**src/rtl/dmem_port_arbiter.sv**
```systemverilog
// Shares single-port dmem between the processor (priority, combinational path) and one aux requester (grant 0+ cycles, read data 2 cycles after grant).
// Aux holds v_req until v_gnt; with DMEM_ARB_STARVE_EN a starved request forces a one-cycle processor stall via p_stall.
module dmem_port_arbiter #(
    parameter int ADDR_W       = 12,
    parameter int DATA_W       = 32,
    parameter int STARVE_LIMIT = 8
) (
    input  logic              clock,
    input  logic              reset,
    input  logic              p_en,
    input  logic              p_wren,
    input  logic [ADDR_W-1:0] p_addr,
    input  logic [DATA_W-1:0] p_data,
    output logic [DATA_W-1:0] p_q,
    output logic              p_stall,
    input  logic              v_req,
    input  logic              v_wren,
    input  logic [ADDR_W-1:0] v_addr,
    input  logic [DATA_W-1:0] v_data,
    output logic              v_gnt,
    output logic              v_rvalid,
    output logic [DATA_W-1:0] v_q,
    output logic [ADDR_W-1:0] m_address,
    output logic [DATA_W-1:0] m_data,
    output logic              m_wren,
    input  logic [DATA_W-1:0] m_q
);

    localparam logic [1:0] S_IDLE  = 2'd0;
    localparam logic [1:0] S_WAIT  = 2'd1;
    localparam logic [1:0] S_FORCE = 2'd2;

    if (STARVE_LIMIT < 1 || STARVE_LIMIT > 255) begin : g_bad_limit
        $error("dmem_port_arbiter: STARVE_LIMIT must be within 1..255");
    end

    logic [1:0]        r_state;
    logic [1:0]        w_state_nxt;
    logic              w_force;
    logic              w_gnt;
    logic              r_pend;
    logic              r_rvalid;
    logic [DATA_W-1:0] r_vq;

    assign w_gnt = v_req & (~p_en | w_force);

`ifdef DMEM_ARB_STARVE_EN
    localparam logic [7:0] LIMIT = 8'(STARVE_LIMIT);

    logic [7:0] r_wait_cnt;
    logic [7:0] w_wait_cnt_nxt;

    assign w_force = (r_state == S_FORCE);

    always_comb begin
        w_state_nxt    = r_state;
        w_wait_cnt_nxt = r_wait_cnt;
        case (r_state)
            S_IDLE: begin
                if (v_req && p_en) begin
                    w_state_nxt    = S_WAIT;
                    w_wait_cnt_nxt = 8'd1;
                end
            end
            S_WAIT: begin
                // A dropped request is a protocol error; recover quietly.
                if (w_gnt || !v_req) begin
                    w_state_nxt    = S_IDLE;
                    w_wait_cnt_nxt = 8'd0;
                end else if (r_wait_cnt >= LIMIT) begin
                    w_state_nxt = S_FORCE;
                end else begin
                    w_wait_cnt_nxt = r_wait_cnt + 8'd1;
                end
            end
            default: begin
                w_state_nxt    = S_IDLE;
                w_wait_cnt_nxt = 8'd0;
            end
        endcase
    end

    always_ff @(posedge clock) begin
        if (reset) begin
            r_wait_cnt <= 8'd0;
        end else begin
            r_wait_cnt <= w_wait_cnt_nxt;
        end
    end
`else
    assign w_force = 1'b0;

    // IDLE/WAIT kept only as request status; nothing is forced.
    always_comb begin
        w_state_nxt = r_state;
        case (r_state)
            S_IDLE: begin
                if (v_req && p_en) begin
                    w_state_nxt = S_WAIT;
                end
            end
            S_WAIT: begin
                if (w_gnt || !v_req) begin
                    w_state_nxt = S_IDLE;
                end
            end
            default: begin
                w_state_nxt = S_IDLE;
            end
        endcase
    end
`endif

    always_ff @(posedge clock) begin
        if (reset) begin
            r_state <= S_IDLE;
        end else begin
            r_state <= w_state_nxt;
        end
    end

    // dmem reads are registered, so q for a grant in N is valid in N+1.
    always_ff @(posedge clock) begin
        if (reset) begin
            r_pend   <= 1'b0;
            r_rvalid <= 1'b0;
            r_vq     <= '0;
        end else begin
            r_pend   <= w_gnt & ~v_wren;
            r_rvalid <= r_pend;
            if (r_pend) begin
                r_vq <= m_q;
            end
        end
    end

    assign m_address = w_gnt ? v_addr : p_addr;
    assign m_data    = w_gnt ? v_data : p_data;
    assign m_wren    = w_gnt ? v_wren : (p_en & p_wren);

    assign p_q      = m_q;
    assign p_stall  = w_force;
    assign v_gnt    = w_gnt;
    assign v_rvalid = r_rvalid;
    assign v_q      = r_vq;

endmodule
```
**config.mk**
```make
export PLATFORM = sky130hd
export DESIGN_NAME = dmem_port_arbiter
export DESIGN_NICKNAME = d
export VERILOG_FILES = /design/src/rtl/dmem_port_arbiter.sv
export SDC_FILE = /design/constraint.sdc
export NUM_CORES = 1
export LEC_CHECK = 0
export ABC_AREA = 1
export ABC_CLOCK_PERIOD_IN_PS = 1000
export CORE_MARGIN = 3
export CORE_UTILIZATION = 30
export CTS_CLUSTER_DIAMETER = 60
export DETAILED_ROUTE_END_ITERATION = 10
export PLACE_DENSITY = 0.9
export SETUP_SLACK_MARGIN = 0.1
export SLEW_MARGIN = 5
export SYNTH_ARGS = -nofsm -noshare
export SYNTH_HDL_FRONTEND = slang
export SYNTH_SLANG_ARGS = --single-unit
```
**constraint.sdc**
```tcl
create_clock -name clock -period 1 [get_ports clock]
set_clock_uncertainty 0.1 [all_clocks]
set_input_delay 0.1 -clock clock [delete_from_list [all_inputs] [get_ports clock]]
set_output_delay 0.1 -clock clock [all_outputs]
set_load 0.005 [all_outputs]
```
; Word level (Yosys, flattened, before mapping)
; Index checks and enable logic that the tools add are counted.
[op_classes]
muxes = 3
bitwise = 5
[ops]
columns = operator, n
row1 = 32-bit 2-to-1 mux, 1
row2 = 12-bit 2-to-1 mux, 1
row3 = 1-bit bitwise AND, 3
row4 = 1-bit inverter, 2
row5 = 1-bit 2-to-1 mux, 1
[totals]
out_inout_bits = 112
ff_bits = 34
in_bits = 126

; Depth between registers and ports, before layout
; Gate-level depths: netlist of the first run.
[depth]
word_depth = 3
depth_mapped = 5
ltp_nobuf = 4

; Worst setup path before layout of the first run
; Ideal clock, no wire load.
[synth_timing]
path_type = register -> register
startpoint = reg r_pend
endpoint = reg r_vq[10] (netlist: v_q[10])
path_stages_with_launch = 5
setup_ps = 113
path_buffers = 2
arrival_ps = 737
setup_slack_ps = 50
period_less_slack_ps = 950
cell_sequence = dfxtp_1 -> buf_4 -> buf_4 -> nor2_1 -> nor2_1
[synth_lines]
columns = element, line
row1 = start: declaration, 41  ; logic r_pend;
row2 = start signal: assignment, 129  ; r_pend <= w_gnt & ~v_wren;
row3 = end signal: assignment, 132  ; r_vq <= m_q;
row4 = end: declaration, 43  ; logic [DATA_W-1:0] r_vq;

; Worst setup path in the final report of the first run
[layout_timing]
startpoint = in v_data[3]
endpoint = out m_data[3]
[layout_via]
elab_chain_cells = 1
[layout_lines]
columns = element, line
row1 = start: declaration, 19  ; input logic [DATA_W-1:0] v_data,
row2 = 32-bit 2-to-1 mux, 138  ; assign m_data = w_gnt ? v_data : p_data;
row3 = end: declaration, 24  ; output logic [DATA_W-1:0] m_data,
; Every way passes these cells.

==> results_tabular.tex, run 1 <==
\begin{tabular}{lr}
\hline
Metric & Value \\
\hline
\multicolumn{2}{l}{\textbf{STA}} \\
\quad Setup repair after global routing missed its margin & true \\
\quad Final Hold Slack & around 0.058 ns \\
\quad Count of pins over their slew limit & 0 \\
\quad Share of the cycle needed by the critical path after routing & 1.09 \\
\quad Smallest setup slack after layout & -0.0880 ns \\
\quad Final-report setup violation count & 48 \\
\quad Count of endpoints failing hold in the final timing report & 0 \\
\quad Total Negative Setup Slacks & -2.10 ns \\
\quad Post-route minimum period & 1.09 ns \\
\quad Max frequency & just over 900 MHz \\
\multicolumn{2}{l}{\textbf{Worst setup path}} \\
\quad Critical-path cell with the highest stage delay & sky130\_fd\_sc\_hd\_\_clkdlybuf4s50\_1 \\
\quad Setup slack of the most critical reg-to-reg path & -0.05 ns \\
\quad Worst EP required & 0.80 ns \\
\quad WP depth & 4 \\
\quad Path type of the worst setup path & primary input to primary output \\
\quad Family with the most delay on the worst path & buffers and inverters \\
\quad Source of the worst register-to-register timing path & r\_pend \\
\quad Reg2reg path depth & 5 \\
\quad WP buf/inv & 2 \\
\quad Arrival @ worst endpoint & 0.89 ns \\
\quad Ordered cell list for the critical path & clkdlybuf4s50\_1 -> nand3\_1 -> nand2\_2 -> buf\_6 \\
\quad Reg-to-reg endpoint & v\_q[29] \\
\quad CP Capture Type & primary output \\
\quad Critical Path Max Stage Delay & 0.47 ns \\
\quad Critical path fanouts, max & 1 \\
\quad Type of element launching the critical path & primary input \\
\multicolumn{2}{l}{\textbf{Synth}} \\
\quad Top\_reg\_cell synth & sky130\_fd\_sc\_hd\_\_dfxtp\_1 \\
\quad FFs w/ async S/R, synth & 0 \\
\quad Most common cell in the synthesized netlist & sky130\_fd\_sc\_hd\_\_nand2\_1 \\
\quad Top cell types by occurrence after synthesis & 155 x sky130\_fd\_sc\_hd\_\_nand2\_1, 67 x sky130\_fd\_sc\_hd\_\_nor2\_1, 44 x sky130\_fd\_sc\_hd\_\_nand3\_1 \\
\quad Cells taking the most area after synthesis & sky130\_fd\_sc\_hd\_\_dfxtp\_1 29\%, sky130\_fd\_sc\_hd\_\_nand2\_1 25\%, sky130\_fd\_sc\_hd\_\_buf\_4 12\% \\
\quad Library cell with the largest summed area after synthesis & sky130\_fd\_sc\_hd\_\_dfxtp\_1 \\
\quad Number of instances in the synthesized netlist & 395 \\
\quad Fraction of the yosys area taken by sequential cells & 0.292 \\
\quad Yosys warning total & 0 \\
\quad Count of flip-flops with a built-in enable after synthesis & 0 \\
\quad Post-synthesis area per instance & a little under 6 um\^{}2 \\
\quad Number of distinct standard cells referenced by the synthesized netlist & 12 \\
\quad Area of the mapped netlist & approximately 0.0023 mm\^{}2 \\
\quad Portion of synthesized cell area occupied by the leading cell type & 0.292 \\
\quad Mapped Nets & 521 \\
\quad \#FFs+latches synth & 34 \\
\multicolumn{2}{l}{\textbf{Die}} \\
\quad Width of the chip & 94.1 um \\
\quad Std cell rows & 31 \\
\quad Core box area & 0.00741 mm\^{}2 \\
\quad Die area & 0.00886 mm\^{}2 \\
\quad Die Y & between 90 and 100 um \\
\quad Initial Util & 0.315 \\
\quad Ports placed on the boundary & 238 \\
\multicolumn{2}{l}{\textbf{Clocking}} \\
\quad Clock tree from TritonCTS & yes \\
\quad Total clock buffers created by CTS & 5 \\
\quad CTS Hold Buffers Added & 0 \\
\quad Max Buffers Root-to-Sink & 2 \\
\quad Number of sinks handled by clock tree synthesis & 34 \\
\quad Root Buffer Master & sky130\_fd\_sc\_hd\_\_clkbuf\_8 \\
\quad Reg clk slew, reported paths & about 0.070 ns \\
\quad Clock insertion delay at the later pin of the skew report & 0.28 ns \\
\quad Deepest level of the CTS H-tree & 2 \\
\multicolumn{2}{l}{\textbf{Place}} \\
\quad Number of input and output port buffers inserted & 236 \\
\quad Final GP Congestion & 0.798 \\
\quad Detailed-placement wirelength estimate & 7440 um \\
\multicolumn{2}{l}{\textbf{Min path}} \\
\quad Source of the worst hold timing path & m\_q[15] \\
\quad Hold Path Class & primary input to register \\
\quad Endpoint, Worst Hold & v\_q[15] \\
\quad Hold-critical path depth & 5 \\
\multicolumn{2}{l}{\textbf{Global routing}} \\
\quad Fraction of met1 tracks used by global routing & 0.231 \\
\quad Overall Global Routing Usage & 0.253 \\
\quad Global-route met2 utilization & 0.483 \\
\quad Maximum number of pins on one net before global-route repair & 33 \\
\quad Most heavily used metal layer in global routing & met2 \\
\quad Number of global-route vias before repair & 3616 \\
\quad First-pass GRT wire length & 17500 um \\
\quad Total gr overflow & 0 \\
\quad Met3 GRT Util & 0.0665 \\
\quad Number of antenna violations at the first check in global routing & 1 \\
\multicolumn{2}{l}{\textbf{Final layout}} \\
\quad Layout Utilization & 0.760 \\
\quad Number of nets in the finished design & 775 \\
\quad Fraction of final layout cells sized beyond drive strength 1 & 0.523 \\
\quad Area added between synthesis and finish & 142\% \\
\multicolumn{2}{l}{\textbf{Detailed routing}} \\
\quad Number of DRC violations after detailed-routing iteration 0 & 69 \\
\quad Post-detailed-route DRC marker count & 0 \\
\quad Total via count after detailed routing & 3551 \\
\quad Post-DR vias/cell & 4.73 \\
\quad Average wire length per cell after detail routing & between 15 and 20 um \\
\quad Detailed Routing Iterations Pass 1 & 5 \\
\quad Wirelength, routed & 12200 um \\
\quad Antenna violation net count after detailed routing & 0 \\
\multicolumn{2}{l}{\textbf{Pwr}} \\
\quad Pwr Density & 772 mW/mm\^{}2 \\
\quad Overall Power & 4.35 mW \\
\quad Worst IR Drop VDD & 0.446 mV \\
\quad Leakage dissipation & 2.98 nW \\
\multicolumn{2}{l}{\textbf{Outcome}} \\
\quad Result of the run & finished, violations left \\
\quad Violated checks & setup timing \\
\multicolumn{2}{l}{\textbf{Run}} \\
\quad Max\_cap viols & 0 \\
\hline
\end{tabular}
## metal layers
layer / part of all wire / vias up
li1: - / 1661
met1: 0.32 / 1629
met2: 0.54 / 217
met3: 0.083 / 44
met4: 0.053 / 0
met5: 0 / -
## worst reg2reg max path: cells and delay by family (launching register included)
family	cells	cell delay, ns
flops	1	0.44
simple gates	3	0.16
buf+inv	2	0.26
## power by group
part,switching (mW),internal (mW)
clock,0.455,0.555
sequential,0.0358,1.41
combinational,0.779,1.11
total,1.27,3.08
## final cells by class
class | instances | area (um^2)
fillers | 502 | 1780
flip-flops and latches | 34 | 726
repair buffers | 297 | 2890
diodes | 1 | 2.50
well taps | 99 | 124
multi-input cells | 275 | 1650
inverters | 36 | 145
clock buffers | 7 | 86.3
clock inverters | 1 | 5.00
## stage by stage
step	cell area [um^2]	setup slack, ns	cells
5_1_grt	5630	-0.109	750
6_report	5630	-0.0880	750
3_5_place_dp	4610	-0.868	695
2_1_floorplan	2340	0.102	395
3_3_place_gp	4610	-0.826	695
4_1_cts	5260	-0.0693	742
## cells in the final DEF (no fill, tap or decap), drive strengths merged, types with 8 or more instances in the layout
cell type,count
dlygate4sd2,25
dfxtp,34
dlymetal6s2s,18
nand3,44
nand2,162
nor2,67
clkdlybuf4s50,81
buf,164
clkbuf,8
inv,36
## worst max path at each step
stage | startpoint | end | slack [ns]
final | v_data[3] | m_data[3] | -0.09
after global routing | v_addr[11] | m_address[11] | -0.11
after CTS | p_en | m_data[15] | -0.07
after detailed placement | p_en | m_data[15] | -0.87
after global placement | p_en | m_data[9] | -0.83
after floorplan | r_pend | v_q[0] | 0.10
## repair_timing
item	CTS	global route
setup buffers	23	10
cloned	16	1
endpoints found under the setup margin	144	123
gates resized for setup	616	104
pin swaps	69	46
## registers in the layout, indices dropped and copies added (netlist names)
signal and cells:
v_q 32, r_pend 1, v_rvalid 1
## kinds of logic (layout without fill, tap and decap cells)
family | count (synthesis) | after routing | share of synthesized area
DFF | 34 | 34 | 0.292
buffers and inverters | 92 | 341 | 0.243
other | 1 | 2 | 0.00161
and+or+nand+nor | 268 | 274 | 0.463
(Power assumes the default switching activity.)
==> inputs of run 2 (changes only) <==
HOLD_SLACK_MARGIN = 0.05   (was default)
REMOVE_ABC_BUFFERS = 1   (was default)
==> results_tabular.tex, run 2 (same netlist as run 1, synthesis figures left out) <==
\begin{tabular}{lr}
\hline
Metric & Value \\
\hline
\multicolumn{2}{l}{\textbf{Final layout}} \\
\quad Number of nets in the finished design & 774 (-0.13\%) \\
\quad Commonest non-fill, non-tap cell in the layout & sky130\_fd\_sc\_hd\_\_dlygate4sd2\_1 \\
\quad Reg area & 726 um\^{}2 (unchanged) \\
\quad Area added between synthesis and finish & 134\% \\
\quad Area of the multi-input gates & 0.00164 mm\^{}2 (-0.38\%) \\
\quad Fraction of final layout cells sized beyond drive strength 1 & 0.510 (-0.0131) \\
\quad Fillers & 551 (+9.8\%) \\
\quad Most frequent cells in the layout & 99 x sky130\_fd\_sc\_hd\_\_dlygate4sd2\_1, 90 x sky130\_fd\_sc\_hd\_\_nand2\_1, 68 x sky130\_fd\_sc\_hd\_\_buf\_2 \\
\quad Max reg flops & 32 (unchanged) \\
\quad Final Instance Count excl. Fillers & 753 (+0.40\%) \\
\multicolumn{2}{l}{\textbf{Global routing}} \\
\quad Maximum number of pins on one net before global-route repair & 28 (-15\%) \\
\quad Overall Global Routing Usage & 0.237 (-0.0155) \\
\quad Number of global-route vias before repair & 3555 (-1.7\%) \\
\quad Total gr overflow & 0 (unchanged) \\
\quad Number of antenna violations at the first check in global routing & 4 (+3) \\
\quad First-pass GRT wire length & 16800 um (-4.0\%) \\
\multicolumn{2}{l}{\textbf{Detailed routing}} \\
\quad Detailed Routing Iterations Pass 1 & 4 (-1) \\
\quad Wirelength, routed & 11700 um (-4.3\%) \\
\quad Antenna violation net count after detailed routing & 0 (unchanged) \\
\quad Average wire length per cell after detail routing & 15.5 um (-4.7\%) \\
\quad Post-detailed-route DRC marker count & 0 (unchanged) \\
\quad Number of DRC violations after detailed-routing iteration 0 & 92 (+33\%) \\
\quad Total via count after detailed routing & 3509 (-1.2\%) \\
\quad Post-DR vias/cell & 4.66 (-1.6\%) \\
\multicolumn{2}{l}{\textbf{STA}} \\
\quad Share of the cycle needed by the critical path after routing & 1.03 (-0.0544) \\
\quad Post-route minimum period & 1.03 ns (-0.0544 ns) \\
\quad Final-report setup violation count & 5 (-90\%) \\
\quad Count of endpoints failing hold in the final timing report & 0 (unchanged) \\
\quad Setup repair after global routing missed its margin & true \\
\quad Smallest setup slack after layout & -0.0336 ns (+0.0544 ns) \\
\quad Max frequency & 968 MHz (+5.3\%) \\
\quad Count of pins over their slew limit & 0 (unchanged) \\
\quad Final Hold Slack & 0.0638 ns (+0.00539 ns) \\
\multicolumn{2}{l}{\textbf{Clocking}} \\
\quad Root Buffer Master & sky130\_fd\_sc\_hd\_\_clkbuf\_8 \\
\quad Number of sinks handled by clock tree synthesis & 34 (unchanged) \\
\quad Max Buffers Root-to-Sink & 2 (unchanged) \\
\quad Deepest level of the CTS H-tree & 2 (unchanged) \\
\quad Clock insertion delay at the later pin of the skew report & 0.27 ns (about the same) \\
\quad Clock tree from TritonCTS & yes \\
\quad CTS Hold Buffers Added & 0 (unchanged) \\
\quad Reg clk slew, reported paths & 0.07 ns (about the same) \\
\quad Total clock buffers created by CTS & 5 (unchanged) \\
\multicolumn{2}{l}{\textbf{Die}} \\
\quad Std cell rows & 31 (unchanged) \\
\quad Core box area & 0.00741 mm\^{}2 (unchanged) \\
\quad Die Y & 94.1 um (unchanged) \\
\quad Ports placed on the boundary & 238 (unchanged) \\
\quad Width of the chip & 94.1 um (unchanged) \\
\quad Die area & 0.00886 mm\^{}2 (unchanged) \\
\quad Initial Util & 0.315 (unchanged) \\
\multicolumn{2}{l}{\textbf{Worst setup path}} \\
\quad CP Capture Type & register \\
\quad Critical Path Max Stage Delay & 0.46 ns (about the same) \\
\quad Path type of the worst setup path & register to register \\
\quad Critical-path cell with the highest stage delay & sky130\_fd\_sc\_hd\_\_dfxtp\_4 \\
\quad Ordered cell list for the critical path & buf\_16 -> nand2\_2 -> nand2\_1 -> nor2\_1 \\
\quad Worst EP required & 1.07 ns (+0.27 ns) \\
\quad Arrival @ worst endpoint & 1.10 ns (+0.21 ns) \\
\quad Type of element launching the critical path & register \\
\quad Critical path fanouts, max & 10 (+9) \\
\multicolumn{2}{l}{\textbf{Run}} \\
\quad Max\_cap viols & 0 (unchanged) \\
\multicolumn{2}{l}{\textbf{Pwr}} \\
\quad Pwr Density & 759 mW/mm\^{}2 (-1.7\%) \\
\quad Worst IR Drop VDD & 0.503 mV (+13\%) \\
\quad Leakage dissipation & 2.97 nW (-0.49\%) \\
\multicolumn{2}{l}{\textbf{Place}} \\
\quad Placed Cells incl. Taps & 698 (+0.43\%) \\
\quad Detailed-placement wirelength estimate & 7520 um (+1.0\%) \\
\quad Number of input and output port buffers inserted & 236 (unchanged) \\
\quad Final GP Congestion & 0.864 (+8.3\%) \\
\quad Pre-CTS setup slack & -0.863 ns (+0.00474 ns) \\
\multicolumn{2}{l}{\textbf{Outcome}} \\
\quad Violated checks & setup timing \\
\quad Result of the run & finished, violations left \\
\multicolumn{2}{l}{\textbf{Min path}} \\
\quad Hold Path Class & primary input to register \\
\hline
\end{tabular}
==> run 2: worst max-delay path, delay by kind of cell (launching register included) <==
family,cells,cell delay (ns)
flops,1,0.46
simple gates,3,0.19
buf+inv,1,0.17
==> run 2: final cells by class <==
| cell class | count | area share |
|---|---|---|
| Clock buffer | 7 | 0.0158 |
| Tap cell | 99 | 0.0227 |
| Sequential cell | 34 | 0.133 |
| Timing Repair Buffer | 294 | 0.497 |
| Multi-Input combinational cell | 276 | 0.300 |
| Timing Repair inverter | 1 | 0.00137 |
| Inverter | 36 | 0.0270 |
| Antenna cell | 5 | 0.00229 |
| Clock inverter | 1 | 0.000916 |
==> run 2: routing by layer <==
metal  GRT usage  share of wire  up-vias  wire [um]
met3      0.0457          0.073       32        857
met4       0.101          0.036        0        416
met1       0.241           0.35     1622       4060
li1            -              -     1668          -
met2       0.463           0.54      187       6330
met5           0              0        -          0
==> run 2: worst paths after layout <==
path	startpoint	endpoint	slack, ns	depth (start not counted)
max	r_pend	v_q[3]	-0.03	4
min reg2reg	v_q[27]	v_q[27]	0.36	2
max reg2reg	r_pend	v_q[3]	-0.03	4
min	m_q[12]	v_q[12]	0.06	5
==> run 2: what timing repair did <==
item	in CTS	in global routing
pin swaps	109	73
cloned	13	1
setup endpoints to repair	143	119
buffers inserted	21	8
resized for setup	695	75
==> run 2: where the power goes <==
| group | total [mW] | switching (mW) | internal, mW |
|---|---|---|---|
| Clock | 0.995 | 0.440 | 0.555 |
| Combinational | 1.71 | 0.757 | 0.952 |
| Sequential | 1.44 | 0.0348 | 1.41 |
| Total | 4.15 | 1.23 | 2.92 |
==> run 2: metrics by stage <==
step / setup TNS [ns] / area, um^2 / power, mW / util
global placement: -53.25 / 4610 / 3.01 / 0.623
CTS: -0.0493 / 5080 / 4.04 / 0.685
finish: -0.0634 / 5460 / 4.15 / 0.738
floorplan: -24.63 / 1900 / 1.81 / -
detailed placement: -54.10 / 4610 / 3.04 / 0.623
global route: -1.21 / 5460 / 4.39 / 0.737
